[config.mk]
export PLATFORM = sky130hd
export DESIGN_NAME = io_output_fifo
export DESIGN_NICKNAME = d
export VERILOG_FILES = /design/src/rtl/io_output_fifo.sv
export SDC_FILE = /design/constraint.sdc
export NUM_CORES = 1
export LEC_CHECK = 0
export CAP_MARGIN = 15
export CORE_MARGIN = 2
export CORE_UTILIZATION = 55
export CTS_BUF_LIST = sky130_fd_sc_hd__clkbuf_16
export DETAILED_ROUTE_END_ITERATION = 8
export GPL_TIMING_DRIVEN = 1
export PLACE_DENSITY = 0.78
export REMOVE_ABC_BUFFERS = 1
export SYNTH_ARGS = -nofsm -noshare
export SYNTH_HDL_FRONTEND = slang
export SYNTH_SLANG_ARGS = --single-unit
[constraint.sdc]
create_clock -name clk -period 4.65 [get_ports clk]
set_input_delay 1.1625 -clock clk [delete_from_list [all_inputs] [get_ports clk]]
set_output_delay 1.1625 -clock clk [all_outputs]
set_load 0.02 [all_outputs]
[src/rtl/io_output_fifo.sv]
// Byte-wide circular output buffer between the store path and the IO drain port.
// Accepts 1-4 little-endian bytes per cycle; show-ahead read with stall or drop full policy.
module io_output_fifo #(
   parameter int DEPTH        = 16,
   parameter bit DROP_ON_FULL = 1'b0,
   parameter int CNT_WIDTH    = 32
) (
   input  logic                 clk,
   input  logic                 reset_n,
   input  logic                 clear,
   input  logic                 wr_valid,
   output logic                 wr_ready,
   input  logic [31:0]          wr_data,
   input  logic [2:0]           wr_bytes,
   input  logic                 io_output_en,
   output logic [7:0]           io_output_data,
   output logic [CNT_WIDTH-1:0] io_buffer_size_avai,
   output logic                 overflow,
   output logic [CNT_WIDTH-1:0] drop_count
);

   localparam int AW = $clog2(DEPTH);

   logic [7:0]    mem [DEPTH];
   logic [AW-1:0] head;
   logic [AW-1:0] tail;
   logic [AW:0]   count;
   logic [AW:0]   free;
   logic [AW:0]   push_amt;
   logic [AW:0]   count_next;
   logic          legal;
   logic          fits;
   logic          do_push;
   logic          do_pop;
   logic          do_drop;

   // NOTE: every always_comb output gets a value on every path, so no latch is inferred.
   always_comb begin
      free       = (AW+1)'(DEPTH) - count;
      legal      = (wr_bytes != 3'd0) && (wr_bytes <= 3'd4);
      fits       = free >= (AW+1)'(wr_bytes);
      do_push    = wr_valid && legal && fits && !clear;
      do_drop    = DROP_ON_FULL && wr_valid && legal && !fits && !clear;
      do_pop     = io_output_en && (count != '0) && !clear;
      push_amt   = do_push ? (AW+1)'(wr_bytes) : '0;
      count_next = count + push_amt - (AW+1)'(do_pop);
      wr_ready   = reset_n && (DROP_ON_FULL ? 1'b1 : fits);
   end

   // Free space is judged on the start-of-cycle count, so a same-cycle pop never makes room.
   // NOTE: sequential state uses non-blocking assignments so all registers see pre-edge values.
   always_ff @(posedge clk or negedge reset_n) begin
      if (!reset_n) begin
         head       <= '0;
         tail       <= '0;
         count      <= '0;
         overflow   <= 1'b0;
         drop_count <= '0;
      end else if (clear) begin
         head       <= '0;
         tail       <= '0;
         count      <= '0;
         overflow   <= 1'b0;
         drop_count <= '0;
      end else begin
         if (do_push) tail <= tail + AW'(wr_bytes);
         if (do_pop)  head <= head + AW'(1);
         count <= count_next;
         if (do_drop) begin
            overflow <= 1'b1;
            if (drop_count != '1) drop_count <= drop_count + 1'b1;
         end
      end
   end

   // NOTE: the byte array is left unreset; count gates every read, so stale contents never leak.
   always_ff @(posedge clk) begin
      if (do_push) begin
         for (int k = 0; k < 4; k++) begin
            if (k < int'(wr_bytes)) mem[tail + AW'(k)] <= wr_data[8*k +: 8];
         end
      end
   end

   assign io_output_data      = (count != '0) ? mem[head] : 8'h00;
   assign io_buffer_size_avai = CNT_WIDTH'(count);

endmodule
== Word level (Yosys, flattened, before mapping) ==
Memories as Yosys holds them, arrays and structs flattened.
Cells that the tools add are included.

* $add $sub $neg: 8
* Multiply operators: 0
* Divide/modulo/power cells: 0
* Magnitude comparators: 6
* Equal/unequal tests: 0
* Shift operators: 0
* Muxes and demuxes: 19
* Bitwise operators: 0
* Reductions and logical operators: 12

{| class="wikitable"
|+ Operators by type and width
! kind !! count
|-
| 4-bit two-way mux || 4
|-
| 1-bit two-way mux || 12
|-
| 4-bit by 1-bit adder with 4-bit output, second input constant || 2
|-
| 4-bit by 2-bit adder with 4-bit output, second input constant || 2
|-
| 8-bit two-way mux || 1
|-
| 1-bit logical AND || 7
|-
| 1-bit by 3-bit less-than comparator with 1-bit output, first input constant || 2
|-
| 2-bit by 3-bit less-than comparator with 1-bit output, first input constant || 2
|-
| 5-bit by 3-bit adder with 5-bit output || 1
|-
| 5-bit by 3-bit greater-or-equal comparator with 1-bit output || 1
|-
| 5-bit two-way mux || 1
|-
| 5-bit nonzero test || 1
|-
| 5-bit by 1-bit subtractor with 5-bit output || 1
|-
| 5-bit subtractor, first input constant || 1
|-
| 4-bit by 3-bit adder with 4-bit output || 1
|-
| 2-bit nonzero test || 2
|-
| 3-bit less-or-equal comparator, second input constant || 1
|-
| 3-bit two-way mux || 1
|-
| 3-bit nonzero test || 1
|-
| 1-bit logical NOT || 1
|}

* Register bits after elaboration: 13
* Bits in latches: 0
* Memory bits (writable): 128
* Bits in read-only memories: 0
* Word-level logic and storage cells: 49
* Memories kept: 1

{| class="wikitable"
|+ Memories
! memory !! depth !! width !! read ports !! clocked after memory_dff !! write ports !! RTL line !! text
|-
| mem || 16 || 8 || 1 || 0 || 4 || 24 || <nowiki>logic [7:0] mem [DEPTH];</nowiki>
|}

== Longest topological paths before layout ==
* Depth after elaboration: 9
* Gate-level depth with buffers: 20

== Worst setup path after synthesis ==
Ideal clock, no wire load.

* Path kind: input to register
* Start: in wr_bytes[1]
* End: reg count[4]
* Library setup time: 0.132 ns
* Arrival time: 4.055 ns
* Data required time: 4.518 ns
* Setup slack: 0.464 ns
* Stages: 18
* Path buffers: 1
* Cells stage by stage: inv_1 > ha_1 > nand2_1 > o2111ai_1 > o221ai_1 > nor2_1 > buf_2 > nand2_1 > ha_1 > inv_1 > ha_1 > inv_1 > fa_1 > inv_1 > a21o_1 > a21oi_1 > xnor2_1 > nor2_1

* Word-level cells in the longest chain between the ends: 9
* Elaborated cells on any way between the ends: 11
* Those cells by class: 2 x add/sub; 2 x order compare; 2 x mux; 5 x reduce/logical

{| class="wikitable"
|+ RTL lines
! item !! RTL line !! text
|-
| start, declared || 14 || <nowiki>input logic [2:0] wr_bytes,</nowiki>
|-
| 3-bit less-or-equal comparator / 3-bit nonzero test (equally long branches) || 40 || <nowiki>legal = (wr_bytes != 3'd0) && (wr_bytes <= 3'd4);</nowiki>
|-
| 1-bit logical AND || 40 ||
|-
| 1-bit logical AND (3 in a row) || 42 || <nowiki>do_push = wr_valid && legal && fits && !clear;</nowiki>
|-
| 3-bit two-way mux * || 45 || <nowiki>push_amt = do_push ? (AW+1)'(wr_bytes) : '0;</nowiki>
|-
| 5-bit by 3-bit adder with 5-bit output * || 46 || <nowiki>count_next = count + push_amt - (AW+1)'(do_pop);</nowiki>
|-
| 5-bit by 1-bit subtractor with 5-bit output * || 46 ||
|-
| 5-bit two-way mux * || 59 || <nowiki>end else if (clear) begin</nowiki>
|-
| end signal, assigned || 68 || <nowiki>count <= count_next;</nowiki>
|-
| end, declared || 27 || <nowiki>logic [AW:0] count;</nowiki>
|}

Every way passes the cells marked *; elsewhere a longest branch is shown, timed or not.
A chain may end at the register's enable or synchronous reset.

== Final worst setup path ==
* Start: reg head[0]
* End: out io_output_data[1]

* Word-level cells in the longest chain between the ends: 2

{| class="wikitable"
|+ RTL lines
! item !! RTL line !! text
|-
| start, declared || 25 || <nowiki>logic [AW-1:0] head;</nowiki>
|-
| start signal, assigned || 67 || <nowiki>if (do_pop) head <= head + AW'(1);</nowiki>
|-
| memory read 16 x 8 bit || -- ||
|-
| 8-bit two-way mux || 85 || <nowiki>assign io_output_data = (count != '0) ? mem[head] : 8'h00;</nowiki>
|-
| end, declared || 16 || <nowiki>output logic [7:0] io_output_data,</nowiki>
|}

No other way between the ends.

==> run metrics <==
most used cell, CP mux4_2; setup TNS 0 ps; Crit Path Category reg2out; clock skew 6.61 ps; CTS Buffer Depth 2; Least-Margin Pin Slew 1210 ps; outcome complete, no violations; H-Tree Depth 4; Max-Cap Viols 0; filler instances 1590; total grt overflow 0; Clock transition at path regs 60 ps; Skew-Pair Late Insertion Delay 440 ps; vias per cell 7.13; Setup WS post-layout 224 ps; achievable clock frequency 0.226 GHz; critical path arrival 3260 ps; Async S/R FF share, synth 9.22%; final hold vios 0; Seq cells post-synth 141; Most used DFF post-synth edfxtp_1; die height 145 µm; DR pass1 iterations 6; Post-synth EDFFs 128; setup slack, reg-to-reg 780 ps; Peak VDD IR 0.000376 V; WL per Instance 27.3 µm; number of DRC markers in iteration 0 1613; min cycle time layout 4430 ps; CTS tree yes; slowest stage delay, CP 670 ps; slew margin rel. 18.9%; Critical R2R Launch tail[2]$_DFFE_PN0P_; antenna violations before repair 2; Antenna Nets Post-Route 0; TritonCTS Buffers 17; GPL Wtd Cong 1.04; most frequent cells in the layout edfxtp_1 (128), nand2_1 (107), o22ai_1 (89); crit path cell chain buf_12 -> mux4_2 -> mux4_2 -> nor2b_1 -> clkdlybuf4s50_1; post-CTS sizing 0; first-pass GRT wire length 56600 µm; vias in the first global route 9315; Max FO, Critical Path 25; post-CTS setup buffer count 0; std cell rows 51; DPL Wire Length 25100 µm; Final period util 95.2%; DRT Wirelength 38300 µm; post-synthesis sequential area ratio 38.4%; R2R depth 7; buffers added on ports 53; CP max-delay cell mux4_2; clk sinks 141; initial core utilization 56.0%; io pins 114; Root Buffer clkbuf_16; Yosys cell types 68; Final #Nets 1183; Required @ worst endpoint 3490 ps; final setup vio count 0; most common cell after layout, fill and taps aside edfxtp_1; pin count of the biggest net entering global routing 35; synthesized area 10900 µm²; GRT Total Usage 37.2%; worst slack, placed 195 ps; syn_area_per_cell 9.90 µm²; drc violations 0; worst r2r dst mem[9][6]$_DFFE_PP_; HP Class reg2reg; Critical Path Source Type register; Critical Path Source head[0]$_DFFE_PN0P_; unrepaired setup endpoints after global routing false; Hold-fix buffers, CTS 0; static leakage 4.40 nW; Antenna Cells 0; Area Overhead vs Synth 11.0%; Worst setup EP type primary output; pwr dens 396 nW/µm²; Via Count 9986; Die W 145 µm; Pins Over Slew Limit 0; share of layout cells above drive strength 1 14.4%; synth warn 0; Cells after Synth 1097; CP endpoint io_output_data[1]; die area 20900 µm²; Core Box Area 19400 µm²
-- where the power goes --
part / internal [mW] / total, mW / leakage [nW] / switching [mW]
clock: 0.720 / 1.27 / 0.260 / 0.546
sequential: 1.46 / 1.55 / 1.33 / 0.0939
combinational: 0.785 / 1.95 / 2.81 / 1.16
total: 2.96 / 4.77 / 4.40 / 1.80
-- worst min-delay path by stage --
stage	from	slack [ps]	end	cells after the start
after floorplan	head[3]$_DFFE_PN0P_	690	head[3]$_DFFE_PN0P_	2
after global placement	head[1]$_DFFE_PN0P_	500	head[1]$_DFFE_PN0P_	2
after detailed placement	head[1]$_DFFE_PN0P_	510	head[1]$_DFFE_PN0P_	2
after CTS	head[1]$_DFFE_PN0P_	520	head[1]$_DFFE_PN0P_	2
after global routing	head[1]$_DFFE_PN0P_	600	head[1]$_DFFE_PN0P_	2
final	head[1]$_DFFE_PN0P_	520	head[1]$_DFFE_PN0P_	2
-- per-layer routing --
layer  up-vias  GRT usage (%)  share of wire, %
li1       4155              -                 -
met5         -              0             0.034
met2       977           52.7                41
met4         2           22.6               7.7
met1      4620           47.1                33
met3       232           15.9                18
-- registers in the layout, indices dropped and copies added (netlist names) --
signal,flops
head,4
tail,4
mem,128
count,5
-- cell families after synthesis --
group / synth area share, %
flops: 38.4
fa+ha+maj: 2.44
simple gates: 13.8
mux: 14.4
other cells: 0.0345
buf+inv: 8.95
xor+xnor: 1.60
compound gates: 20.4
-- worst max-delay path, delay by kind of cell (launching register included) --
family                 cells  cell delay, ps
buffers and inverters      2             900
flip-flops                 1             600
multiplexers               2            1140
AND/OR/NAND/NOR            1             160
-- through the flow --
step | hold WS [ps] | cells | cell area, µm² | power, mW | util [%]
3_5_place_dp | 511 | 1368 | 11500 | 3.45 | 59.4
2_1_floorplan | 687 | 992 | 10200 | 2.69 | -
4_1_cts | 525 | 1399 | 12100 | 4.70 | 62.1
3_3_place_gp | 503 | 1368 | 11500 | 3.41 | 59.4
5_1_grt | 605 | 1400 | 12100 | 4.93 | 62.1
6_report | 521 | 1400 | 12100 | 4.77 | 62.1
-- cell usage after synthesis (27+ instances only) --
cell type,instances,area (µm²)
edfxtp_1,128,3840
nand2_1,107,402
o22ai_1,89,557
a21oi_1,77,385
mux2i_1,66,661
clkbuf_1,65,244
buf_4,64,480
nor2_1,55,206
mux4_2,40,901
a211oi_1,36,270
nand3_1,27,135
-- final cells by class --
cell class	instances	area, µm²	share of cell area, %
multi-input combinational	831	5960	49.5
inverter	20	75.1	0.623
clock inverter	14	106	0.882
timing repair buffer	112	983	8.16
tap	265	332	2.75
clock buffer	17	425	3.53
sequential	141	4170	34.6
No activity file was read; power rests on OpenSTA's default activity.
